### src/rtl/fifo_rr_arbiter.sv
// Round-robin arbiter sharing one sync FIFO write port among N_REQ requesters.
// Define FIFO_ARB_FIXED_PRIO_EN for fixed priority (lowest index wins).
module fifo_rr_arbiter #(
    parameter int N_REQ      = 4,
    parameter int DATA_WIDTH = 8,
    parameter int BURST_LEN  = 4,
    parameter int ID_WIDTH   = (N_REQ > 1) ? $clog2(N_REQ) : 1
) (
    input  logic                        clk,
    input  logic                        rst_n,
    input  logic [N_REQ-1:0]            req_valid,
    input  logic [N_REQ*DATA_WIDTH-1:0] req_data,
    output logic [N_REQ-1:0]            req_ready,
    output logic                        ovalid,
    output logic [DATA_WIDTH-1:0]       odata,
    output logic [ID_WIDTH-1:0]         oid,
    input  logic                        oready,
    output logic                        busy,
    output logic [ID_WIDTH-1:0]         grant_id
);

    localparam int CW = $clog2(BURST_LEN + 1);

    typedef enum logic {
        S_IDLE,
        S_GRANT
    } state_t;

    state_t                r_state;
    state_t                w_state_nxt;
    logic [ID_WIDTH-1:0]   r_grant_id;
    logic [CW-1:0]         r_beat_cnt;
    logic                  r_ovalid;
    logic [DATA_WIDTH-1:0] r_odata;
    logic [ID_WIDTH-1:0]   r_oid;

    logic                  w_scan_hit;
    logic [ID_WIDTH-1:0]   w_scan_id;
    logic                  w_sel_valid;
    logic [DATA_WIDTH-1:0] w_sel_data;
    logic                  w_grant;
    logic                  w_slot_free;
    logic                  w_accept;
    logic                  w_last;
    logic                  w_release;
    int                    w_start;

`ifdef FIFO_ARB_FIXED_PRIO_EN
    assign w_start = 0;
`else
    logic [ID_WIDTH-1:0]   r_rr_ptr;
    logic [ID_WIDTH-1:0]   w_next_ptr;

    assign w_start    = int'(r_rr_ptr);
    assign w_next_ptr = (r_grant_id == ID_WIDTH'(N_REQ - 1)) ?
                        '0 : r_grant_id + 1'b1;
`endif

    // First valid requester at or after the scan start, wrapping
    always_comb begin
        int v_idx;
        w_scan_hit = 1'b0;
        w_scan_id  = '0;
        v_idx      = 0;
        for (int i = 0; i < N_REQ; i++) begin
            v_idx = w_start + i;
            if (v_idx >= N_REQ) v_idx = v_idx - N_REQ;
            if (!w_scan_hit && req_valid[v_idx]) begin
                w_scan_hit = 1'b1;
                w_scan_id  = ID_WIDTH'(v_idx);
            end
        end
    end

    always_comb begin
        w_sel_valid = 1'b0;
        w_sel_data  = '0;
        for (int i = 0; i < N_REQ; i++) begin
            if (ID_WIDTH'(i) == r_grant_id) begin
                w_sel_valid = req_valid[i];
                w_sel_data  = req_data[i*DATA_WIDTH +: DATA_WIDTH];
            end
        end
    end

    assign w_grant     = (r_state == S_GRANT);
    assign w_slot_free = !r_ovalid || oready;
    assign w_accept    = w_grant && w_slot_free && w_sel_valid;
    assign w_last      = (r_beat_cnt == CW'(BURST_LEN - 1));
    assign w_release   = w_grant && w_slot_free &&
                         (!w_sel_valid || w_last);

    // Ready depends only on grant state and output slot, never on req_valid
    always_comb begin
        req_ready = '0;
        for (int i = 0; i < N_REQ; i++) begin
            if (w_grant && w_slot_free && ID_WIDTH'(i) == r_grant_id)
                req_ready[i] = 1'b1;
        end
    end

    always_comb begin
        w_state_nxt = r_state;
        unique case (r_state)
            S_IDLE:  if (w_scan_hit) w_state_nxt = S_GRANT;
            S_GRANT: if (w_release)  w_state_nxt = S_IDLE;
            default: w_state_nxt = S_IDLE;
        endcase
    end

    always_ff @(posedge clk or negedge rst_n) begin
        if (!rst_n) begin
            r_state    <= S_IDLE;
            r_grant_id <= '0;
            r_beat_cnt <= '0;
            r_ovalid   <= 1'b0;
            r_odata    <= '0;
            r_oid      <= '0;
        end else begin
            r_state <= w_state_nxt;
            if (r_state == S_IDLE && w_scan_hit) begin
                r_grant_id <= w_scan_id;
                r_beat_cnt <= '0;
            end
            if (w_accept) begin
                r_odata    <= w_sel_data;
                r_oid      <= r_grant_id;
                r_ovalid   <= 1'b1;
                r_beat_cnt <= r_beat_cnt + 1'b1;
            end else if (oready) begin
                r_ovalid <= 1'b0;
            end
        end
    end

`ifndef FIFO_ARB_FIXED_PRIO_EN
    always_ff @(posedge clk or negedge rst_n) begin
        if (!rst_n)
            r_rr_ptr <= '0;
        else if (w_release)
            r_rr_ptr <= w_next_ptr;
    end
`endif

    assign ovalid   = r_ovalid;
    assign odata    = r_odata;
    assign oid      = r_oid;
    assign busy     = w_grant;
    assign grant_id = r_grant_id;

endmodule

### config.mk
export PLATFORM = sky130hd
export DESIGN_NAME = fifo_rr_arbiter
export DESIGN_NICKNAME = d
export VERILOG_FILES = /design/src/rtl/fifo_rr_arbiter.sv
export SDC_FILE = /design/constraint.sdc
export NUM_CORES = 1
export LEC_CHECK = 0
export CORE_UTILIZATION = 42
export CTS_CLUSTER_DIAMETER = 120
export DETAILED_ROUTE_END_ITERATION = 10
export GPL_TIMING_DRIVEN = 0
export HOLD_SLACK_MARGIN = 0.05
export PLACE_DENSITY = 0.8
export SLEW_MARGIN = 20
export SYNTH_ARGS = -nofsm -noshare
export SYNTH_HDL_FRONTEND = slang
export SYNTH_SLANG_ARGS = --single-unit
### constraint.sdc
create_clock -name clk -period 2.55 [get_ports clk]
set_clock_uncertainty 0.15 [all_clocks]
set_input_delay 0.6375 -clock clk [delete_from_list [all_inputs] [get_ports clk]]
set_output_delay 0.6375 -clock clk [all_outputs]
set_load 0.01 [all_outputs]
# Word level (Yosys, flattened, before mapping)

Index checks and enable logic that the tools add are counted.
W data, S select, Z words.

Add/sub/neg operators: 9
$lt $le $gt $ge: 8
Equal/unequal tests: 5
Multiplexer cells: 44
Bitwise logic cells: 1
Reductions and logical operators: 21

Operator list:

| kind                  | number |
|---|---|
| $lt A32 B4 Y1 const B | 4 |
| $mux W32              | 4 |
| $mux W8               | 4 |
| $mux W1               | 24 |
| $sub A3 B3 Y4 const B | 3 |
| $logic_and A1 B1 Y1   | 11 |
| $mux W2               | 5 |
| $ge A3 B3 Y1 const B  | 3 |
| $bmux W1 S2           | 4 |
| $add A2 B2 Y3 const B | 2 |
| $mux W3               | 2 |
| $logic_not A1 Y1      | 5 |
| $eq A2 B2 Y1 const A  | 2 |
| $reduce_bool A2 Y1    | 2 |
| $sub A2 B3 Y4 const B | 1 |
| $add A2 B1 Y3 const B | 1 |
| $add A3 B1 Y3 const B | 1 |
| $eq A3 B2 Y1 const B  | 1 |
| $ge A2 B3 Y1 const B  | 1 |
| $add A2 B1 Y2 const B | 1 |
| $eq A1 B2 Y1 const A  | 1 |
| $eq A2 B2 Y1 const B  | 1 |
| $logic_not A2 Y1      | 1 |
| $logic_or A1 B1 Y1    | 2 |
| other kinds (2)       | 2 |

Flip-flop bits (word level): 19
Input bits: 39
Output and inout bits: 18
Logic and storage cells: 95

# Longest topological paths before layout

Gate-level depths: netlist (run 1).

Depth after elaboration: 18
Depth in mapped cells: 9
Depth with buffers taken out: 6

# Worst setup path after synthesis (run 1)

Ideal clock, no wire load.

Path kind: reg2reg
Start point: register r_grant_id[1], in the netlist grant_id[1]
End point: register r_odata[2], in the netlist odata[2]
Setup time: 125 ps
Data arrival time: 2171 ps
Required time: 2275 ps
Setup slack: 104 ps
Stages on the path, launching flop included: 10
Path buffers: 3
Clock period less this slack: 2446 ps
Cells stage by stage: dfrtp_1 > inv_1 > ha_1 > buf_6 > and3b_1 > a2111oi_1 > or4b_1 > buf_2 > buf_6 > mux2_4

Word-level cells in the longest chain between the ends: 6
Elaborated cells between the ends (all ways): 13
Those cells by class: eq/ne (3); mux (8); reduce/logical (2)

RTL lines:

| element                | line | text |
|---|---|---|
| from (decl)            | 31   | `logic [ID_WIDTH-1:0] r_grant_id;` |
| from (signal assigned) | 122  | `r_grant_id <= w_scan_id;` |
| $logic_not A2 Y1       | 79   | `if (ID_WIDTH'(i) == r_grant_id) begin` |
| $mux W1 (4 in a row)   | 79   |  |
| $logic_and A1 B1 Y1    | 88   | `assign w_accept = w_grant && w_slot_free && w_sel_valid;` |
| to (signal assigned)   | 126  | `r_odata <= w_sel_data;` |
| to (decl)              | 34   | `logic [DATA_WIDTH-1:0] r_odata;` |

Parallel ways exist; a longest one is shown, timed or not.
A chain may end at the register's enable or synchronous reset.

# Worst setup path after layout (run 1)

Start point: register r_grant_id[0], in the netlist grant_id[0]
End point: register r_odata[3], in the netlist odata[3]

Same word-level chain as after synthesis.

==> reports/metrics.yaml, run 1 <==
status: "finished, violations left"
violations: "DRC"
crit_path_end_kind: "flop"
avgViaCountPerCell: 5.378
synth-compound-area-share: 0.2093
start_kind: "flop"
nets: 253
io_buffers: 56
design_area_um2: 2112
drc_errors: 4
rows: 19
worstPathMaxFanout: 10
synth.yosys.seq_area_share: 0.3700
period_minus_slack_ps: 2541
maxCapViolations: 0
min_period_over_period: 0.9966
grt_pass1_wl_mm: 6.134
core_um2: 2829
tritoncts: "yes"
power.total_mw: 2.559
rsz0062_at_grt: "yes"
arrival_ps: 2590
die_area_um2: 3284
synthXorXnorAreaFrac: 0
ctsHoldBuffers: 0
min_path_type: "flop to flop"
synthMuxAreaShare: 0.1665
start_util: 0.4542
ys_warn_count: 0
max_slew_margin: 0.4253
clock_path_buffers: 2
synth_area_um2: 1285
io_pins: 57
synth-edff-count: 0
antennaDiodeCount: 0
tightest_slew_ps: 859.4
syn2layout_area_growth_pct: 64.36
ctsRootBufferMaster: "clkbuf_4"
yosys_most_used_dff: "dfrtp_1"
synth_fa_ha_area_frac: 0.05842
grt_use_total: 0.2410
wl_per_cell_um: 15.97
cellPowerDensity_nw_per_um2: 1212
ant_nets: 0
cts-htree-levels: 1
synth-simple-area-share: 0.1198
grt_pass1_vias: 1298
ir_drop_v: 0.0008452
gp_congestion: 0.7808
dp_hpwl_mm: 2.618
antenna_found_initial: 0
finalWirelength_mm: 3.802
synth_seq_cells: 19
maxSlewViolCount: 0
cts_made_buffers: 3
postPlaceCellArea_um2: 1884
grt_overflow: 0
tns_ps: 0
crit_required_ps: 2600
drt_iter0_drc: 55
drtPass1Iterations: 7
grt_max_degree: 20
p_leak_nw: 0.9876
drive_above_1_share: 0.2367
synthArstFlopShare: 1.000
synth_top_family_by_area: "compound AO/OA/AOI/OAI gates"
yosysUniqueCellTypes: 29
cts.clk_slew.worst_paths_ps: 110
syn_avg_cell_area_um2: 9.589
syn-num-nets: 179
hold_viol: 0
dr_total_vias: 1280
crit_type: "flop to flop"
die_w_um: 57.31
clk_latency_ps: 300
fillers: 196
fmax_ghz: 0.3935
die_h_um: 57.31
clock-sinks: 19
setup_viol: 0
syn_inst: 134
## metrics by stage
| stage | hold WS (ps) | util | cells | worst slack, ps |
|---|---|---|---|---|
| 2_1_floorplan | 191.9 | - | 134 | 103.9 |
| 3_3_place_gp | 316.2 | 0.6661 | 221 | -463.8 |
| 3_5_place_dp | 332.0 | 0.6661 | 221 | -482.9 |
| 4_1_cts | 350.9 | 0.7245 | 233 | 0.9084 |
| 5_1_grt | 394.1 | 0.7466 | 238 | -49.12 |
| 6_report | 349.1 | 0.7466 | 238 | 8.640 |
## cell usage after synthesis (all sizes together), types with 4 or more instances
cell	instances	area, µm²
ha	6	75.07
buf	5	37.53
a21oi	17	85.08
dfrtp	19	475.5
inv	11	41.29
clkbuf	5	18.77
a22o	8	70.07
nand2	9	33.78
mux2	14	183.9
o21ai	12	60.06
and3	4	25.02
## worst max-delay path: stages (launching register included)
cell and delay (ps):
dfrtp_2 440, buf_6 120, ha_2 170, buf_6 130, and3b_1 230, a2111oi_2 60
or4b_1 550, buf_6 150, buf_12 140, mux2_4 290
## report_power, final
part,switching (mW),internal (mW)
Combinational,0.754,1.09
Sequential,0.107,0.453
Clock,0.0966,0.0611
## final timing paths
| path | from | end | slack (ps) | depth (start not counted) |
|---|---|---|---|---|
| max in group asynchronous | rst_n | grant_id[1] | 1010 | 1 |
| worst min-delay path | r_beat_cnt[0] | r_beat_cnt[0] | 350 | 1 |
| worst max-delay path | grant_id[0] | odata[3] | 9 | 9 |
| worst max register to register | grant_id[0] | odata[3] | 9 | 9 |
| worst min register to register | r_beat_cnt[0] | r_beat_cnt[0] | 350 | 1 |
| min in group asynchronous | rst_n | busy | 660 | 1 |
## sequential cells by signal, indices dropped and copies added (netlist names)
register    cells
r_beat_cnt      3
busy            1
ovalid          1
oid             2
r_rr_ptr        2
odata           8
grant_id        2
## metal layers
metal,up-vias,GRT usage,share of wire
li1,624,-,-
met1,603,0.2898,0.40
met2,43,0.4252,0.52
met3,10,0.06349,0.056
met4,0,0.06620,0.022
met5,-,0,0
## timing repair
| action | CTS | global route |
|---|---|---|
| cloned | 0 | 0 |
| setup endpoints to repair | 13 | 12 |
| setup buffers | 9 | 5 |
| resized for setup | 30 | 9 |
| pin swaps | 2 | 2 |
## logic make-up (layout without fill, tap and decap cells)
family,Yosys count,in the layout
AOI/OAI and AO/OA,43,43
DFF,19,19
and+or+nand+nor,28,28
muxes,17,17
buffers and inverters,21,94
adders and majority gates,6,6
## cells in the final DEF (no fill, tap or decap), drive strengths merged
cell type,count
buf,22
and3b,1
nor4,1
o21ai,12
mux2,14
and2,1
clkdlybuf4s50,52
nor3b,1
or4b,1
nor2,3
o41ai,1
clkbuf,7
mux2i,3
and3,4
a21oi,17
nand2,9
inv,11
a2111oi,1
nand2b,3
a221oi,1
a21boi,1
a21o,1
a22o,8
dfrtp,19
a2111o,1
dlygate4sd2,2
nand3b,1
nor2b,3
ha,6
## final cells by class
type | instances | area [µm²] | share of cell area
Sequential cell | 19 | 478.0 | 0.2263
Inverter | 11 | 41.29 | 0.01955
Timing Repair Buffer | 70 | 656.9 | 0.3110
Buffer | 9 | 118.9 | 0.05628
Multi-Input combinational cell | 94 | 752.0 | 0.3560
Tap cell | 31 | 38.79 | 0.01836
Clock buffer | 4 | 26.28 | 0.01244
Power figures use the tool's default switching activity.
==> run 2: changes to the inputs <==
--- a/config.mk
+++ b/config.mk
@@ -11,7 +11,6 @@
 export GPL_TIMING_DRIVEN = 0
 export HOLD_SLACK_MARGIN = 0.05
 export PLACE_DENSITY = 0.8
-export SLEW_MARGIN = 20
 export SYNTH_ARGS = -nofsm -noshare
 export SYNTH_HDL_FRONTEND = slang
 export SYNTH_SLANG_ARGS = --single-unit
==> results of run 2 <==
Final layout, timing and power as in run 1 (identical DEF).
